<file path="config.mk">
export PLATFORM = sky130hd
export DESIGN_NAME = normalize_round_flat
export DESIGN_NICKNAME = d
export VERILOG_FILES = /design/src/rtl/normalize_round_if.sv /design/src/rtl/normalize_round.sv /design/src/flat_wrapper.sv
export SDC_FILE = /design/constraint.sdc
export NUM_CORES = 1
export LEC_CHECK = 0
export BUFFER_PORTS_ARGS = -buffer_cell sky130_fd_sc_hd__buf_4
export CORE_MARGIN = 1.5
export CORE_UTILIZATION = 45
export DETAILED_ROUTE_END_ITERATION = 6
export GPL_TIMING_DRIVEN = 0
export PLACE_DENSITY_LB_ADDON = 0.12
export SETUP_SLACK_MARGIN = 0.3
export SYNTH_ARGS = -nofsm -noshare
export SYNTH_HDL_FRONTEND = slang
export SYNTH_SLANG_ARGS = --single-unit
export TNS_END_PERCENT = 20
</file>
<file path="constraint.sdc">
create_clock -name clk -period 3.45 [get_ports clk]
set_clock_uncertainty 0.05 [all_clocks]
set_input_delay 0 -clock clk [delete_from_list [all_inputs] [get_ports clk]]
set_output_delay 0 -clock clk [all_outputs]
set_load 0.005 [all_outputs]
</file>
<file path="src/rtl/normalize_round_if.sv">
// Handshake and data bundle for the normalize/round stage.
// The upstream side (master) offers raw sums and the stage (slave) returns packed results.
interface normalize_round_if #(
    parameter int SIG_BITS = 23,
    parameter int EXP_BITS = 8
);
    logic                         in_valid;
    logic                         in_ready;
    logic                         sign_in;
    logic [EXP_BITS-1:0]          exp_in;
    logic [SIG_BITS+4:0]          sig_in;
    logic                         out_valid;
    logic                         out_ready;
    logic [EXP_BITS+SIG_BITS:0]   result;
    logic                         overflow;
    logic                         underflow;
    logic                         inexact;

    modport master (
        output in_valid, sign_in, exp_in, sig_in, out_ready,
        input  in_ready, out_valid, result, overflow, underflow, inexact
    );

    modport slave (
        input  in_valid, sign_in, exp_in, sig_in, out_ready,
        output in_ready, out_valid, result, overflow, underflow, inexact
    );
endinterface

</file>
<file path="src/rtl/normalize_round.sv">
// Post-add normalization (one bit per cycle) followed by round-to-nearest-even
// and overflow/underflow handling for the FP add/sub datapath.
module normalize_round #(
    parameter int SIG_BITS = 23,
    parameter int EXP_BITS = 8
) (
    input logic               clk,
    input logic               reset,
    normalize_round_if.slave  bus
);
    localparam int SW     = SIG_BITS + 5;
    localparam int CARRY  = SIG_BITS + 4;
    localparam int HIDDEN = SIG_BITS + 3;
    localparam logic [EXP_BITS:0] EXP_ONE = (EXP_BITS + 1)'(1);
    localparam logic [EXP_BITS:0] EXP_MAX = {1'b0, {EXP_BITS{1'b1}}};

    typedef enum logic [1:0] {IDLE, NORM, ROUND, DONE} state_t;

    state_t                     state_q, state_d;
    logic                       sign_q, sign_d;
    logic [EXP_BITS:0]          exp_q, exp_d;
    logic [SW-1:0]              sig_q, sig_d;
    logic [EXP_BITS+SIG_BITS:0] result_q, result_d;
    logic                       overflow_q, overflow_d;
    logic                       underflow_q, underflow_d;
    logic                       inexact_q, inexact_d;

    logic                       roundUp;
    logic [SIG_BITS:0]          fracSum;
    logic [EXP_BITS:0]          roundExp;

    assign bus.in_ready  = (state_q == IDLE) && !reset;
    assign bus.out_valid = (state_q == DONE);
    assign bus.result    = result_q;
    assign bus.overflow  = overflow_q;
    assign bus.underflow = underflow_q;
    assign bus.inexact   = inexact_q;

    // In ROUND the hidden bit is always set, so a carry out of the fraction
    // alone is the same as a carry out of {hidden, frac}.
    assign roundUp  = sig_q[2] & (sig_q[1] | sig_q[0] | sig_q[3]);
    assign fracSum  = {1'b0, sig_q[HIDDEN-1:3]} + {{SIG_BITS{1'b0}}, roundUp};
    assign roundExp = exp_q + {{EXP_BITS{1'b0}}, fracSum[SIG_BITS]};

    always_ff @(posedge clk) begin
        if (reset) begin
            state_q     <= IDLE;
            sign_q      <= 1'b0;
            exp_q       <= '0;
            sig_q       <= '0;
            result_q    <= '0;
            overflow_q  <= 1'b0;
            underflow_q <= 1'b0;
            inexact_q   <= 1'b0;
        end else begin
            state_q     <= state_d;
            sign_q      <= sign_d;
            exp_q       <= exp_d;
            sig_q       <= sig_d;
            result_q    <= result_d;
            overflow_q  <= overflow_d;
            underflow_q <= underflow_d;
            inexact_q   <= inexact_d;
        end
    end

    always_comb begin
        state_d     = state_q;
        sign_d      = sign_q;
        exp_d       = exp_q;
        sig_d       = sig_q;
        result_d    = result_q;
        overflow_d  = overflow_q;
        underflow_d = underflow_q;
        inexact_d   = inexact_q;

        unique case (state_q)
            IDLE: begin
                if (bus.in_valid) begin
                    sign_d      = bus.sign_in;
                    exp_d       = {1'b0, bus.exp_in};
                    sig_d       = bus.sig_in;
                    result_d    = '0;
                    overflow_d  = 1'b0;
                    underflow_d = 1'b0;
                    inexact_d   = 1'b0;
                    state_d     = NORM;
                end
            end
            NORM: begin
                if (sig_q == '0) begin
                    result_d = {sign_q, {EXP_BITS{1'b0}}, {SIG_BITS{1'b0}}};
                    state_d  = DONE;
                end else if (sig_q[CARRY]) begin
                    // The bit shifted out of S is folded back in so stickiness is kept.
                    sig_d   = {1'b0, sig_q[SW-1:2], sig_q[1] | sig_q[0]};
                    exp_d   = exp_q + EXP_ONE;
                    state_d = ROUND;
                end else if (sig_q[HIDDEN]) begin
                    state_d = ROUND;
                end else if (exp_q <= EXP_ONE) begin
                    result_d    = {sign_q, {EXP_BITS{1'b0}}, {SIG_BITS{1'b0}}};
                    underflow_d = 1'b1;
                    inexact_d   = 1'b1;
                    state_d     = DONE;
                end else begin
                    sig_d = {sig_q[SW-2:0], 1'b0};
                    exp_d = exp_q - EXP_ONE;
                end
            end
            ROUND: begin
                inexact_d = |sig_q[2:0];
                if (roundExp >= EXP_MAX) begin
                    result_d   = {sign_q, {EXP_BITS{1'b1}}, {SIG_BITS{1'b0}}};
                    overflow_d = 1'b1;
                    inexact_d  = 1'b1;
                end else begin
                    result_d = {sign_q, roundExp[EXP_BITS-1:0], fracSum[SIG_BITS-1:0]};
                end
                state_d = DONE;
            end
            DONE: begin
                if (bus.out_ready) begin
                    state_d = IDLE;
                end
            end
            default: state_d = IDLE;
        endcase
    end
endmodule

</file>
<file path="src/flat_wrapper.sv">
// flat-port wrapper written by rule: the top's interface ports become plain ports
module normalize_round_flat 
#(
    parameter int SIG_BITS = 23,
    parameter int EXP_BITS = 8
)
  (clk, reset, bus_in_valid, bus_sign_in, bus_exp_in, bus_sig_in, bus_out_ready, bus_in_ready, bus_out_valid, bus_result, bus_overflow, bus_underflow, bus_inexact);
  normalize_round_if #(.SIG_BITS(SIG_BITS), .EXP_BITS(EXP_BITS)) bus_i ();
  input logic clk;
  input logic reset;
  input wire logic [$bits(bus_i.in_valid)-1:0] bus_in_valid;
  input wire logic [$bits(bus_i.sign_in)-1:0] bus_sign_in;
  input wire logic [$bits(bus_i.exp_in)-1:0] bus_exp_in;
  input wire logic [$bits(bus_i.sig_in)-1:0] bus_sig_in;
  input wire logic [$bits(bus_i.out_ready)-1:0] bus_out_ready;
  output wire logic [$bits(bus_i.in_ready)-1:0] bus_in_ready;
  output wire logic [$bits(bus_i.out_valid)-1:0] bus_out_valid;
  output wire logic [$bits(bus_i.result)-1:0] bus_result;
  output wire logic [$bits(bus_i.overflow)-1:0] bus_overflow;
  output wire logic [$bits(bus_i.underflow)-1:0] bus_underflow;
  output wire logic [$bits(bus_i.inexact)-1:0] bus_inexact;
  assign bus_i.in_valid = bus_in_valid;
  assign bus_i.sign_in = bus_sign_in;
  assign bus_i.exp_in = bus_exp_in;
  assign bus_i.sig_in = bus_sig_in;
  assign bus_i.out_ready = bus_out_ready;
  assign bus_in_ready = bus_i.in_ready;
  assign bus_out_valid = bus_i.out_valid;
  assign bus_result = bus_i.result;
  assign bus_overflow = bus_i.overflow;
  assign bus_underflow = bus_i.underflow;
  assign bus_inexact = bus_i.inexact;
  normalize_round #(.SIG_BITS(SIG_BITS), .EXP_BITS(EXP_BITS)) u_core (.clk(clk), .reset(reset), .bus(bus_i));
endmodule
</file>
* Word level (Yosys, flattened, before mapping) *
Cells that the tools add are included.

storage, ports and cells
  flip-flop bits (word level) = 75
  latch bits = 0
  RAM bits = 0
  ROM bits = 0
  input port bits = 41
  logic and storage cells = 86
  memories kept = 0

cells by class
  add/subtract/negate cells = 4
  multipliers = 0
  divide/modulo/power cells = 0
  $lt $le $gt $ge = 2
  equality and inequality tests = 16
  shift-type cells = 0
  multiplexer cells = 36
  bitwise logic cells = 3
  reductions and logical operators = 16

operators with widths
  kind                                                               count
  two-way mux 32 bit                                                 5
  two-way mux 28 bit                                                 4
  one-hot mux 32 bit (3 select lines)                                1
  one-hot mux 28 bit (2 select lines)                                1
  two-way mux 9 bit                                                  5
  two-way mux 31 bit                                                 1
  zero test 28 bit                                                   1
  two-way mux 27 bit                                                 1
  adder 23 x 1 -> 24 bit                                             1
  one-hot mux 9 bit (2 select lines)                                 1
  two-way mux 2 bit                                                  6
  AND reduction 6 bit                                                2
  != test 2 bit, second input constant                               5
  AND reduction 5 bit                                                2
  adder 9 x 1 -> 9 bit                                               1
  adder 9 x 1 -> 9 bit, second input constant                        1
  greater-or-equal comparator 9 x 8 -> 1 bit, second input constant  1
  less-or-equal comparator 9 x 1 -> 1 bit, second input constant     1
  AND reduction 3 bit                                                3
  subtractor 9 x 1 -> 9 bit, second input constant                   1
  one-hot mux 2 bit (4 select lines)                                 1
  two-way mux 1 bit                                                  7
  != test 3 x 2 -> 1 bit, second input constant                      2
  != test 3 bit, second input constant                               2
  other kinds (16)                                                   21

* Depth between registers and ports, before layout *
  depth after elaboration = 8
  mapped depth = 13
  depth with buffers taken out = 9

* Worst setup path after synthesis *
No wires, ideal clock.

  path kind = flip-flop to flip-flop
  start point = register u_core.sig_q[5]
  end point = register u_core.result_q[12] (netlist: u_core.bus.result[12])
  arrival time = 3.036 ns
  required time = 3.274 ns
  slack = 0.238 ns
  cell stages (with the launch flop) = 14
  path buffers = 4
  period minus slack after synthesis = 3.212 ns
  cells stage by stage = dfxtp_1 -> clkbuf_1 -> nand4_1 -> nor3_2 -> and4_1 -> ha_1 -> and4_1 -> buf_2 -> nand3_1 -> xnor2_1 -> or2_0 -> buf_2 -> buf_2 -> o32ai_1

between the ends
  word-level cells in the longest chain between the ends = 5
  elaborated cells between the ends (all ways) = 11
  those cells by class = 2 x add/sub; 1 x order compare; 3 x eq/ne; 3 x mux; 2 x reduce/logical

ends and longest elaborated chain
  item                                        line                    source
  start: declaration                          normalize_round.sv:22   logic [SW-1:0] sig_q, sig_d;
  start signal: assignment                    normalize_round.sv:59   sig_q <= sig_d;
  adder 23 x 1 -> 24 bit                      normalize_round.sv:42   assign fracSum = {1'b0, sig_q[HIDDEN-1:3]} + {{SIG_BITS{1'b0}}, roundUp};
  adder 9 x 1 -> 9 bit                        normalize_round.sv:43   assign roundExp = exp_q + {{EXP_BITS{1'b0}}, fracSum[SIG_BITS]};
  greater-or-equal comparator 9 x 8 -> 1 bit  normalize_round.sv:113  if (roundExp >= EXP_MAX) begin
  two-way mux 31 bit                          normalize_round.sv:113
  one-hot mux 32 bit (3 select lines)         normalize_round.sv:77   unique case (state_q)
  end signal: assignment                      normalize_round.sv:60   result_q <= result_d;
  end: declaration                            normalize_round.sv:23   logic [EXP_BITS+SIG_BITS:0] result_q, result_d;

Several ways; a longest one is shown, not always the timed one.
A chain may end at the register's enable or synchronous reset.

* Worst setup path in the final report *
  start point = register u_core.sig_q[5]
  end point = register u_core.result_q[2] (netlist: u_core.bus.result[2])

The elaborated chain is that of the path after synthesis.

==> impl_metrics.tcl <==
set metrics [dict create \
    drt-met1-wl_mm 7.13 \
    slew_violations 0 \
    grt_max_degree 13 \
    routedWlPerCell_microns 19.3 \
    hold_class "input port to flip-flop" \
    outcome "complete, no violations" \
    synth-async-reset-ratio 0 \
    rsz0062_at_grt "true" \
    drt_iter0_markers 326 \
    core_area_sq_um 10400 \
    rows 37 \
    crit_arrival_ns 3.23 \
    via_per_inst 6.30 \
    critPathKind "flip-flop to flip-flop" \
    synth_nets 608 \
    antenna_cells 0 \
    die_area_sq_um 11300 \
    portBuffers 76 \
    htree_levels 3 \
    p_leak_uw 0.00213 \
    start_kind "flip-flop" \
    syn-cell-area_sq_um 4810 \
    nets 710 \
    synthDistinctLibCells 71 \
    start_util 0.464 \
    power.density_nw_per_um2 816 \
    synth_flop_cell "dfxtp_1" \
    finalHoldViolCount 0 \
    num_io_pins 78 \
    insertion_delay_ns 0.37 \
    max_cap_violations 0 \
    area_growth_pct 25.3 \
    multi_input_area_sq_um 2970 \
    clock_tree.buffer_depth 2 \
    yosysWarningCount 0 \
    firstDrtPassIters 6 \
    tritoncts "done" \
    max_slew_margin 0.532 \
    syn_area_per_cell_sq_um 8.64 \
    endpoint_kind "flip-flop" \
    regArea_sq_um 1510 \
    route.detailed.drc 0 \
    die_h_microns 106 \
    timing.rr.end "u_core.bus.result[2]$_SDFFE_PP0P_" \
    rr_startpoint "u_core.sig_q[5]$_SDFFE_PP0P_" \
    wl_mm 15.4 \
    synth-edff-count 0 \
    gp_congestion 0.917 \
    grt_pass1_vias 4785 \
    cts_root_buf "clkbuf_8" \
    finalSetupViolCount 0 \
    gr-total-overflow 0 \
    holdWs_ns 0.0118 \
    peakVddDrop_mv 0.436 \
    path_clk_slew_ns 0.08 \
    nFillCells 969 \
    grt_use_total 0.280 \
    cts_made_buffers 9 \
    power_uw 4920 \
    fin_crit_sh 0.871 \
    vias 5036 \
    cp.required_ns 3.67 \
    path_max_fanout 10 \
    ff2ff_setup_slack_ns 0.44 \
    wl_met3_mm 1.18 \
    grt_pass1_wl_mm 24.8 \
    yosysSeqAreaShare 0.312 \
    postRouteAntennaNets 0 \
    tightest_slew_ns 0.697 \
    clkSinkCount 75 \
    highest_layer "met4" \
    min_to "u_core.exp_q[0]$_SDFFE_PP0P_" \
    syn_inst 557 \
    dpl.hpwl_mm 10.9 \
    layout_common_cells "buf_4 (87), dfxtp_1 (72), inv_1 (40)" \
    fin_crit_ns 3.01 \
    fmaxAchievable_mhz 333 \
    die_x_microns 106 \
    min_path_cells 3 \
    met2WireLength_mm 6.88 \
    min_from "bus_exp_in[0]" \
    synth_seq_cells 75 \
    antenna_found_initial 0 \
    mostFrequentLayoutCell "buf_4" \
    drive_gt1_frac 0.285 \
    r2r_cells 13 \
]
[flip-flops by register name, summed over array words and instances (netlist names)]
| signal | count |
|---|---|
| u_core.bus.result | 32 |
| u_core.sig_q | 28 |
| u_core.exp_q | 9 |
| u_core.state_q | 2 |
| u_core.bus.inexact | 1 |
| u_core.bus.overflow | 1 |
| u_core.bus.underflow | 1 |
| u_core.sign_q | 1 |
[cells by family after synthesis]
group                    share of synthesized area
AO/OA/AOI/OAI                                0.326
XOR/XNOR                                    0.0528
adder cells (fa/ha/maj)                     0.0260
buffers and inverters                        0.101
flip-flops                                   0.312
multiplexers                                0.0107
AND/OR/NAND/NOR                              0.172
[Yosys cell counts (4+ instances only)]
master | number | area, sq um
and2_1 | 8 | 50.1
buf_6 | 6 | 67.6
xor2_1 | 19 | 166
o2111ai_1 | 6 | 52.6
and4_1 | 6 | 52.6
o21ai_0 | 14 | 70.1
nand2_1 | 27 | 101
clkbuf_1 | 36 | 135
nand3_1 | 14 | 70.1
a2111oi_0 | 28 | 245
mux2i_1 | 4 | 40.0
o211ai_1 | 4 | 30.0
and3_1 | 9 | 56.3
a31o_2 | 19 | 166
nor4_2 | 4 | 50.1
o32ai_1 | 29 | 254
a22oi_1 | 6 | 45.0
a31o_1 | 5 | 43.8
a21oi_1 | 18 | 90.1
buf_2 | 21 | 105
nand4_1 | 13 | 81.3
xnor2_1 | 10 | 87.6
nor2_1 | 18 | 67.6
dfxtp_1 | 75 | 1500
nor3_1 | 12 | 60.1
inv_1 | 40 | 150
a222oi_1 | 23 | 230
ha_1 | 10 | 125
[critical path: stages, from the launching register on]
cell and delay (ns):
dfxtp_1 0.32, clkbuf_4 0.18, nand4_1 0.19, nor3_4 0.26, and4_4 0.28, ha_4 0.17
and4_1 0.19, clkbuf_4 0.17, nand3_4 0.10, xnor2_4 0.16, or2_0 0.21, buf_2 0.15
buf_4 0.19, o32ai_1 0.28
[metrics by stage]
stage                     area [sq um]  utilization  setup TNS, ns  cells  worst slack, ns
after floorplan                   4820            -              0    557            0.340
after global placement            5570        0.537          -4.51    769           -0.257
after detailed placement          5570        0.537          -6.05    769           -0.329
after CTS                         5900        0.569              0    798            0.299
after global routing              6030        0.581              0    800            0.267
final                             6030        0.581              0    800            0.443
[power by group]
group	switching (uW)	internal (uW)
clock network	351	261
registers	213	1050
logic	1940	1110
[area by class of cell]
class	instances	share of cell area
sequential	75	0.250
clock inverter	4	0.00457
inverter	40	0.0249
buffer	68	0.0596
timing repair buffer	91	0.117
tap	136	0.0282
clock buffer	12	0.0224
multi-input combinational	374	0.493
[routing by layer]
layer | GRT usage | up-vias
met5 | 0 | -
met4 | 0.111 | 0
met3 | 0.0374 | 17
met2 | 0.415 | 204
met1 | 0.408 | 2428
li1 | - | 2387
[worst max path at each step]
stage / from / end
detailed placement: u_core.sig_q[5]$_SDFFE_PP0P_ / u_core.bus.result[5]$_SDFFE_PP0P_
global route: u_core.sig_q[5]$_SDFFE_PP0P_ / u_core.bus.result[7]$_SDFFE_PP0P_
global placement: u_core.sig_q[5]$_SDFFE_PP0P_ / u_core.bus.result[5]$_SDFFE_PP0P_
finish: u_core.sig_q[5]$_SDFFE_PP0P_ / u_core.bus.result[2]$_SDFFE_PP0P_
floorplan: u_core.sig_q[5]$_SDFFE_PP0P_ / u_core.bus.result[12]$_SDFFE_PP0P_
CTS: u_core.sig_q[12]$_SDFFE_PP0P_ / u_core.bus.result[17]$_SDFFE_PP0P_
[timing repair]
item / in CTS / in global routing
pin swaps: 3 / 4
resized for setup: 15 / 27
setup buffers: 4 / 2
hold buffers: 9 / 0
endpoints found under the hold margin: 8 / 0
endpoints found under the setup margin: 32 / 23
Note: power is estimated with default switching activity, not from simulation.
